### config.mk
export PLATFORM = sky130hd
export DESIGN_NAME = acc_alu_flat
export DESIGN_NICKNAME = d
export VERILOG_FILES = /design/src/rtl/acc_alu_if.sv /design/src/rtl/acc_alu.sv /design/src/flat_wrapper.sv
export SDC_FILE = /design/constraint.sdc
export NUM_CORES = 1
export LEC_CHECK = 0
export BUFFER_PORTS_ARGS = -buffer_cell sky130_fd_sc_hd__buf_2
export CAP_MARGIN = 20
export CELL_PAD_IN_SITES_DETAIL_PLACEMENT = 0
export CELL_PAD_IN_SITES_GLOBAL_PLACEMENT = 1
export CORE_UTILIZATION = 29
export CTS_BUF_LIST = sky130_fd_sc_hd__clkbuf_8
export CTS_CLUSTER_SIZE = 20
export DETAILED_ROUTE_END_ITERATION = 8
export PLACE_DENSITY_LB_ADDON = 0.1
export SYNTH_ARGS = -nofsm -noshare
export SYNTH_HDL_FRONTEND = slang
export SYNTH_SLANG_ARGS = --single-unit
### constraint.sdc
create_clock -name clk -period 4.5 [get_ports clk]
set_input_delay 0.45 -clock clk [delete_from_list [all_inputs] [get_ports clk]]
set_output_delay 0.45 -clock clk [all_outputs]
set_load 0.02 [all_outputs]
### src/rtl/acc_alu_if.sv
// acc_alu_if: command/result handshake bundle for acc_alu.
//   master: drives commands and consumes results (bench / upstream datapath).
//   slave : the accumulator engine.
interface acc_alu_if #(
    parameter int WIDTH = 64,
    parameter int CNT_W = 16
);
    localparam int SH_W = $clog2(WIDTH);

    // Command channel
    logic             in_valid;
    logic             in_ready;
    logic [2:0]       mode;
    logic [WIDTH-1:0] b;
    logic [SH_W-1:0]  shamt;

    // Result channel
    logic             out_valid;
    logic             out_ready;
    logic [WIDTH-1:0] y;
    logic             err;
    logic [CNT_W-1:0] op_cnt;

    modport master (
        output in_valid, mode, b, shamt, out_ready,
        input  in_ready, out_valid, y, err, op_cnt
    );

    modport slave (
        input  in_valid, mode, b, shamt, out_ready,
        output in_ready, out_valid, y, err, op_cnt
    );
endinterface

### src/rtl/acc_alu.sv
// acc_alu: registered WIDTH-bit accumulator applying one bitwise/rotate
// operation per accepted command (acc <= f(acc, b)), with a single-entry
// valid/ready result register and a saturating accepted-command counter.
// Optional feature: define ACC_ALU_ZEROIZE_EN to add a synchronous
// zeroize input that wipes all state and blocks acceptance that cycle.
module acc_alu #(
    parameter int               WIDTH     = 64,
    parameter int               CNT_W     = 16,
    parameter logic [WIDTH-1:0] RESET_VAL = '0
) (
    input  logic     clk,
    input  logic     rst_n,
`ifdef ACC_ALU_ZEROIZE_EN
    input  logic     zeroize,
`endif
    acc_alu_if.slave bus
);
    localparam int SH_W = $clog2(WIDTH);

    typedef enum logic [2:0] {
        MODE_XOR   = 3'd0,
        MODE_ANDN  = 3'd1,
        MODE_NOT   = 3'd2,
        MODE_LOAD  = 3'd3,
        MODE_ROTL  = 3'd4,
        MODE_CHI   = 3'd5,
        MODE_CLEAR = 3'd6,
        MODE_RSVD  = 3'd7
    } mode_e;

    logic [WIDTH-1:0] acc;
    logic [WIDTH-1:0] next_acc;
    logic             out_valid_q;
    logic             err_q;
    logic [CNT_W-1:0] op_cnt_q;
    logic             zap;
    logic             accept;

    // Left rotate: the upper half of the doubled word shifted left is the
    // rotated value, so shamt=0 and full wrap need no special casing.
    function automatic logic [WIDTH-1:0] rotl(input logic [WIDTH-1:0] v,
                                              input logic [SH_W-1:0]  s);
        logic [2*WIDTH-1:0] t;
        t = {v, v} << s;
        return t[2*WIDTH-1:WIDTH];
    endfunction

`ifdef ACC_ALU_ZEROIZE_EN
    assign zap = zeroize;
`else
    assign zap = 1'b0;
`endif

    // Ready whenever the result slot is empty or being drained this cycle;
    // zeroize blocks acceptance so a wiped engine never absorbs a command.
    assign bus.in_ready = (!out_valid_q || bus.out_ready) && !zap;
    assign accept       = bus.in_valid && bus.in_ready;

    assign bus.out_valid = out_valid_q;
    assign bus.y         = acc;
    assign bus.err       = err_q;
    assign bus.op_cnt    = op_cnt_q;

    // Next accumulator value for the presented command.
    always_comb begin
        // NOTE: defaulting every always_comb output first keeps the
        // decode free of inferred latches for any mode encoding.
        next_acc = acc;
        case (mode_e'(bus.mode))
            MODE_XOR:   next_acc = acc ^ bus.b;
            MODE_ANDN:  next_acc = ~acc & bus.b;
            MODE_NOT:   next_acc = ~acc;
            MODE_LOAD:  next_acc = bus.b;
            MODE_ROTL:  next_acc = rotl(acc, bus.shamt);
            MODE_CHI:   next_acc = acc ^ (~rotl(acc, SH_W'(1)) & rotl(acc, SH_W'(2)));
            MODE_CLEAR: next_acc = '0;
            MODE_RSVD:  next_acc = acc;
            default:    next_acc = acc;
        endcase
    end

    // Accumulator, result handshake, error flag and saturating counter.
    always_ff @(posedge clk or negedge rst_n) begin
        // NOTE: reset clears every state flop, so a pending result is
        // discarded the instant rst_n falls.
        if (!rst_n) begin
            acc         <= RESET_VAL;
            out_valid_q <= 1'b0;
            err_q       <= 1'b0;
            op_cnt_q    <= '0;
        end else if (zap) begin
            acc         <= '0;
            out_valid_q <= 1'b0;
            err_q       <= 1'b0;
            op_cnt_q    <= '0;
        end else if (accept) begin
            // NOTE: non-blocking assignments so every flop samples the
            // pre-edge acc/op_cnt, independent of statement order.
            acc         <= next_acc;
            out_valid_q <= 1'b1;
            err_q       <= (bus.mode == MODE_RSVD);
            if (op_cnt_q != '1) begin
                op_cnt_q <= op_cnt_q + 1'b1;
            end
        end else if (bus.out_ready) begin
            out_valid_q <= 1'b0;
        end
    end
endmodule

### src/flat_wrapper.sv
// flat-port wrapper written by rule: the top's interface ports become plain ports
module acc_alu_flat 
#(
    parameter int               WIDTH     = 64,
    parameter int               CNT_W     = 16,
    parameter logic [WIDTH-1:0] RESET_VAL = '0
)
  (clk, rst_n, bus_in_valid, bus_mode, bus_b, bus_shamt, bus_out_ready, bus_in_ready, bus_out_valid, bus_y, bus_err, bus_op_cnt);
  acc_alu_if #(.WIDTH(WIDTH), .CNT_W(CNT_W)) bus_i ();
  input  logic clk;
  input  logic rst_n;
  input wire logic [$bits(bus_i.in_valid)-1:0] bus_in_valid;
  input wire logic [$bits(bus_i.mode)-1:0] bus_mode;
  input wire logic [$bits(bus_i.b)-1:0] bus_b;
  input wire logic [$bits(bus_i.shamt)-1:0] bus_shamt;
  input wire logic [$bits(bus_i.out_ready)-1:0] bus_out_ready;
  output wire logic [$bits(bus_i.in_ready)-1:0] bus_in_ready;
  output wire logic [$bits(bus_i.out_valid)-1:0] bus_out_valid;
  output wire logic [$bits(bus_i.y)-1:0] bus_y;
  output wire logic [$bits(bus_i.err)-1:0] bus_err;
  output wire logic [$bits(bus_i.op_cnt)-1:0] bus_op_cnt;
  assign bus_i.in_valid = bus_in_valid;
  assign bus_i.mode = bus_mode;
  assign bus_i.b = bus_b;
  assign bus_i.shamt = bus_shamt;
  assign bus_i.out_ready = bus_out_ready;
  assign bus_in_ready = bus_i.in_ready;
  assign bus_out_valid = bus_i.out_valid;
  assign bus_y = bus_i.y;
  assign bus_err = bus_i.err;
  assign bus_op_cnt = bus_i.op_cnt;
  acc_alu #(.WIDTH(WIDTH), .CNT_W(CNT_W), .RESET_VAL(RESET_VAL)) u_core (.clk(clk), .rst_n(rst_n), .bus(bus_i));
endmodule
# ---- Yosys cells after proc, flatten, opt, wreduce, memory -nomap -nowiden
# Index checks and enable logic that the tools add are counted.
dict set report totals {
  elab_cells 31
  out_inout_bits 83
  register_bits 82
  inputBits 77
}
dict set report classes {
  add_sub_neg 1
  reduce_logical 7
  n_bitwise 7
  eq_ne 8
  shift 1
  muxes 3
}
# cell count
set ops {}
lappend ops {{$pmux 64 s7} 1}
lappend ops {{$and 64x64->64} 2}
lappend ops {{$not 64->64} 2}
lappend ops {{$shl 128x6->128} 1}
lappend ops {{$xor 64x64->64} 2}
lappend ops {{$add 16x1->16 const B} 1}
lappend ops {{$ne 16x16->1 const B} 1}
lappend ops {{$eq 3x3->1 const B} 4}
lappend ops {{$eq 3x2->1 const B} 2}
lappend ops {{$reduce_and 2->1} 2}
lappend ops {{$eq 3x1->1 const B} 1}
lappend ops {{$logic_not 3->1} 1}
lappend ops {{$mux 1} 2}
lappend ops {{$reduce_bool 2->1} 1}
lappend ops {{$logic_and 1x1->1} 1}
lappend ops {{$logic_not 1->1} 1}
lappend ops {{$logic_or 1x1->1} 1}
lappend ops {{$not 1->1} 1}

# ---- Logic depth before layout (Yosys ltp)
dict set report depth {
  ltp_word 4
  depth_mapped 8
  ltp_nobuf 6
}

# ---- Worst setup path after synthesis
# OpenSTA, ideal clock, no wires.
dict set report synth_timing {
  kind {input -> register}
  start {in bus_shamt[3]}
  end {reg u_core.acc[43] (netlist: u_core.bus.y[43])}
  setup_time_ps 126
  stages 7
  arrival_ps 2409
  slack_ps 1965
  path_cell_list {buf_2 > buf_1 > mux4_2 > mux4_2 > mux2i_1 > o22ai_1 > a221o_1}
}
dict set report synth_via {
  elab_chain_cells 2
}
# element line_no
set synth_rtl {}
lappend synth_rtl {{from (decl)} flat_wrapper.sv:15} ;# input wire logic [$bits(bus_i.shamt)-1:0] bus_shamt;
lappend synth_rtl {{$shl 128x6->128} acc_alu.sv:44} ;# t = {v, v} << s;
lappend synth_rtl {{$pmux 64 s7} acc_alu.sv:69} ;# case (mode_e'(bus.mode))
lappend synth_rtl {{to (signal assigned)} acc_alu.sv:99} ;# acc <= next_acc;
lappend synth_rtl {{to (decl)} acc_alu.sv:31} ;# logic [WIDTH-1:0] acc;
# No other way between the ends.
# A chain may end at the register's enable or synchronous reset.

# ---- Final worst setup path
dict set report layout_timing {
  start {in bus_shamt[3]}
  end {reg u_core.acc[6] (netlist: u_core.bus.y[6])}
}
# The elaborated chain is that of the path after synthesis.

==> flow_summary.toml <==
[outcome]
outcome = "finished clean"

[logic_synthesis]
async_reset_ff_frac = 1.00
synth-simple-area-share = 0.148
postSynthAreaPerCell_um2 = 8.65
synthMuxAreaShare = 0.316
ys_ff_latch = 82
synth_top_family_by_area = "multiplexers"
ys_seq_area_frac = 0.176
synth_compound_area_frac = 0.279
synth-edff-count = 0
synth_xor_area_frac = 0.0105
synthCells = 1349
netlist_area_mm2 = 0.0117
synthDistinctLibCells = 47
synthFlopType = "dfrtp_1"
yosysWarnings = 0
syn_nets = 1427
synth_adder_area_share = 0.00107

[cts]
cts-root-buf = "clkbuf_8"
cts.clk_slew.worst_paths_ps = 110
h-tree-depth = 3
cts_tree = "built"
postCtsHoldBufs = 0
cts_buffers = 9
cts_resized = 0
clkLatencyLatePin_ps = 450
post_cts_buffers = 0
cts_sinks = 82
cts_max_path_buffers = 2

[flow_run]
cap_violations = 0

[placed_design]
place_worst_setup_slack_ps = 1000
place_inst = 1873
portBuffers = 159
dp_hpwl_um = 41000
gp_congestion = 0.971
dpl_cell_area_mm2 = 0.0127

[drt]
drt_iter0_markers = 1144
drc_errors = 0
vias = 12000
wl_per_cell_um = 30.1
antenna_left = 0
drt-pass1-iter-count = 7
wl_um = 57000
routed_via_density = 6.32

[timing]
finalHoldViolations = 0
drv_slew = 0
tns_ps = 0
timing.slew.headroom = 0.317
setup_ws_ps = 1380
rsz0062_at_grt = "no"
clock.fmax_ghz = 0.320
min_period_ps = 3120
clock_skew_ps = 15.3
setup_violations = 0
worstMarginPinSlew_ps = 1020
period_share = 0.694

[floorplanning]
coreArea_mm2 = 0.0397
io_pins = 160
die_h_um = 203
start_util = 0.294
num_rows = 73
dieWidth_um = 203
dieArea_mm2 = 0.0410

[worst_setup_path]
cp-start-kind = "input pin"
crit_chain = "buf_2 > buf_12 > mux4_2 > mux4_2 > mux2_1 > a22oi_1 > o211ai_1"
critPathTopFamily = "multiplexers"
worstPathRequired_ps = 4820
path_buf_inv = 2
slowest_stage = "buf_2"
crit_fanout = 33
critical-path-max-stage-delay_ps = 620
cp.arrival_ps = 3440
crit_type = "input pin to flip-flop"
crit_top_cell = "mux4_2"
setup.worst_path.end_class = "flip-flop"

[final_layout]
fin_nets = 1437
drive_gt1_frac = 0.317
finalNonFillerCells = 1892
final_area_mm2 = 0.0129
area_growth_pct = 10.6

[global_route]
grt_start_max_net_pins = 70
overflow = 0
met3_usage = 0.0445
use_met1 = 0.384
grt_pass1_vias = 11100
grt_use_total = 0.276
antenna_found_initial = 3
grt_pass1_wl_um = 82600
grt_busiest_layer = "met2"
gr-usage-met2 = 0.430

[power_and_ir_drop]
power_leakage_nw = 4.57
peakVddDrop_uv = 150
p_per_area_mw_per_mm2 = 522
power_mw = 6.74

[hold_path]
hold_class = "input pin to async pin"
[cell usage in the layout, fill, tap and decap left out, drive strengths merged, types with 7 or more instances in the layout]
master     n
nand2b    55
a22oi     46
o221a     50
nand3     15
a21oi     71
nand2    112
mux4     128
nor2b     15
clkbuf     9
a211oi    55
o22ai     71
inv       14
o22a      15
mux2i     27
buf      189
a31oi      8
a21boi     9
o21ai     67
mux2      47
xor2       7
a2bb2oi    8
nor2     163
dfrtp     82
o211ai    51
xnor2      7
[metrics by stage]
step,utilization,hold WS (ps)
floorplan,-,154
global placement,0.320,477
detailed placement,0.320,478
CTS,0.325,69.2
global route,0.325,86.1
finish,0.325,44.6
[final timing paths]
kind | start | endpoint | slack [ps] | cells past startpoint
max reg2reg | u_core.bus.y[39] | u_core.bus.y[6] | 1450 | 5
min reg2reg | u_core.bus.op_cnt[5] | u_core.bus.op_cnt[5] | 490 | 1
max in group asynchronous | rst_n | u_core.bus.y[38] | 3450 | 2
max | bus_shamt[3] | u_core.bus.y[6] | 1380 | 7
min in group clk | bus_in_valid | u_core.bus.out_valid | 280 | 2
min | rst_n | u_core.bus.y[1] | 40 | 1
[layer usage]
metal  share of wire  vias to the layer above  wire (um)
li1                -                     5254          -
met1            0.44                     6039      25300
met2            0.46                      573      26200
met3           0.064                       89       3660
met4           0.034                        0       1920
met5               0                        -          0
[worst register-to-register path, cell delays in order (launching register included)]
cell,delay [ps]
dfrtp_1,640
mux4_2,720
mux4_2,570
mux2_2,310
a22oi_1,530
o211ai_1,150
[Yosys cell counts (2+ instances only)]
cell type,number,share of area
inv_1,9,0.0029
o22a_1,15,0.011
a21boi_0,8,0.0051
xor2_1,7,0.0053
buf_2,7,0.0030
a22oi_1,46,0.030
o21ai_0,66,0.028
and2_1,5,0.0027
o2bb2a_1,6,0.0051
a31oi_1,8,0.0043
a311oi_1,2,0.0015
mux4_2,128,0.25
nor2_1,163,0.052
nand3b_1,3,0.0019
o211ai_1,51,0.033
nand4_1,6,0.0032
nand2_1,112,0.036
a211oi_1,55,0.035
o221a_2,50,0.048
xnor2_1,7,0.0053
mux2_1,7,0.0068
nor4_1,2,0.0011
dfrtp_1,82,0.18
mux2_2,40,0.039
a21oi_1,71,0.030
a2bb2oi_1,8,0.0060
nand2b_1,55,0.029
clkbuf_1,146,0.047
nor3_1,2,0.00086
mux2i_1,27,0.023
o22ai_1,71,0.038
and3_1,6,0.0032
nor2b_1,15,0.0080
buf_1,30,0.0096
buf_6,7,0.0068
nand3_1,15,0.0064
[cells by family after synthesis]
kind of cell,Yosys count
AO/OA/AOI/OAI,461
XOR/XNOR,14
adder cells (fa/ha/maj),1
buffers and inverters,200
flip-flops,82
multiplexers,202
AND/OR/NAND/NOR,389
[layout make-up]
type                    count  area, um^2
fillers                  4185       26800
multi-input cells        1067        8840
flip-flops and latches     82        2050
repair buffers            189        1120
well taps                 525         657
clock buffers               9         124
clock inverters             7        71.3
inverters                  10        37.5
diodes                      3        7.51
[registers in the layout, summed over array words and instances (netlist names)]
register,count
u_core.bus.op_cnt,16
u_core.bus.out_valid,1
u_core.bus.y,64
u_core.bus.err,1
[where the power goes]
| part | internal [mW] | total [mW] | switching, mW |
|---|---|---|---|
| Sequential | 0.984 | 2.02 | 1.04 |
| Clock | 0.216 | 0.603 | 0.386 |
| Combinational | 1.85 | 4.11 | 2.26 |
No activity file was read; power rests on OpenSTA's default activity.
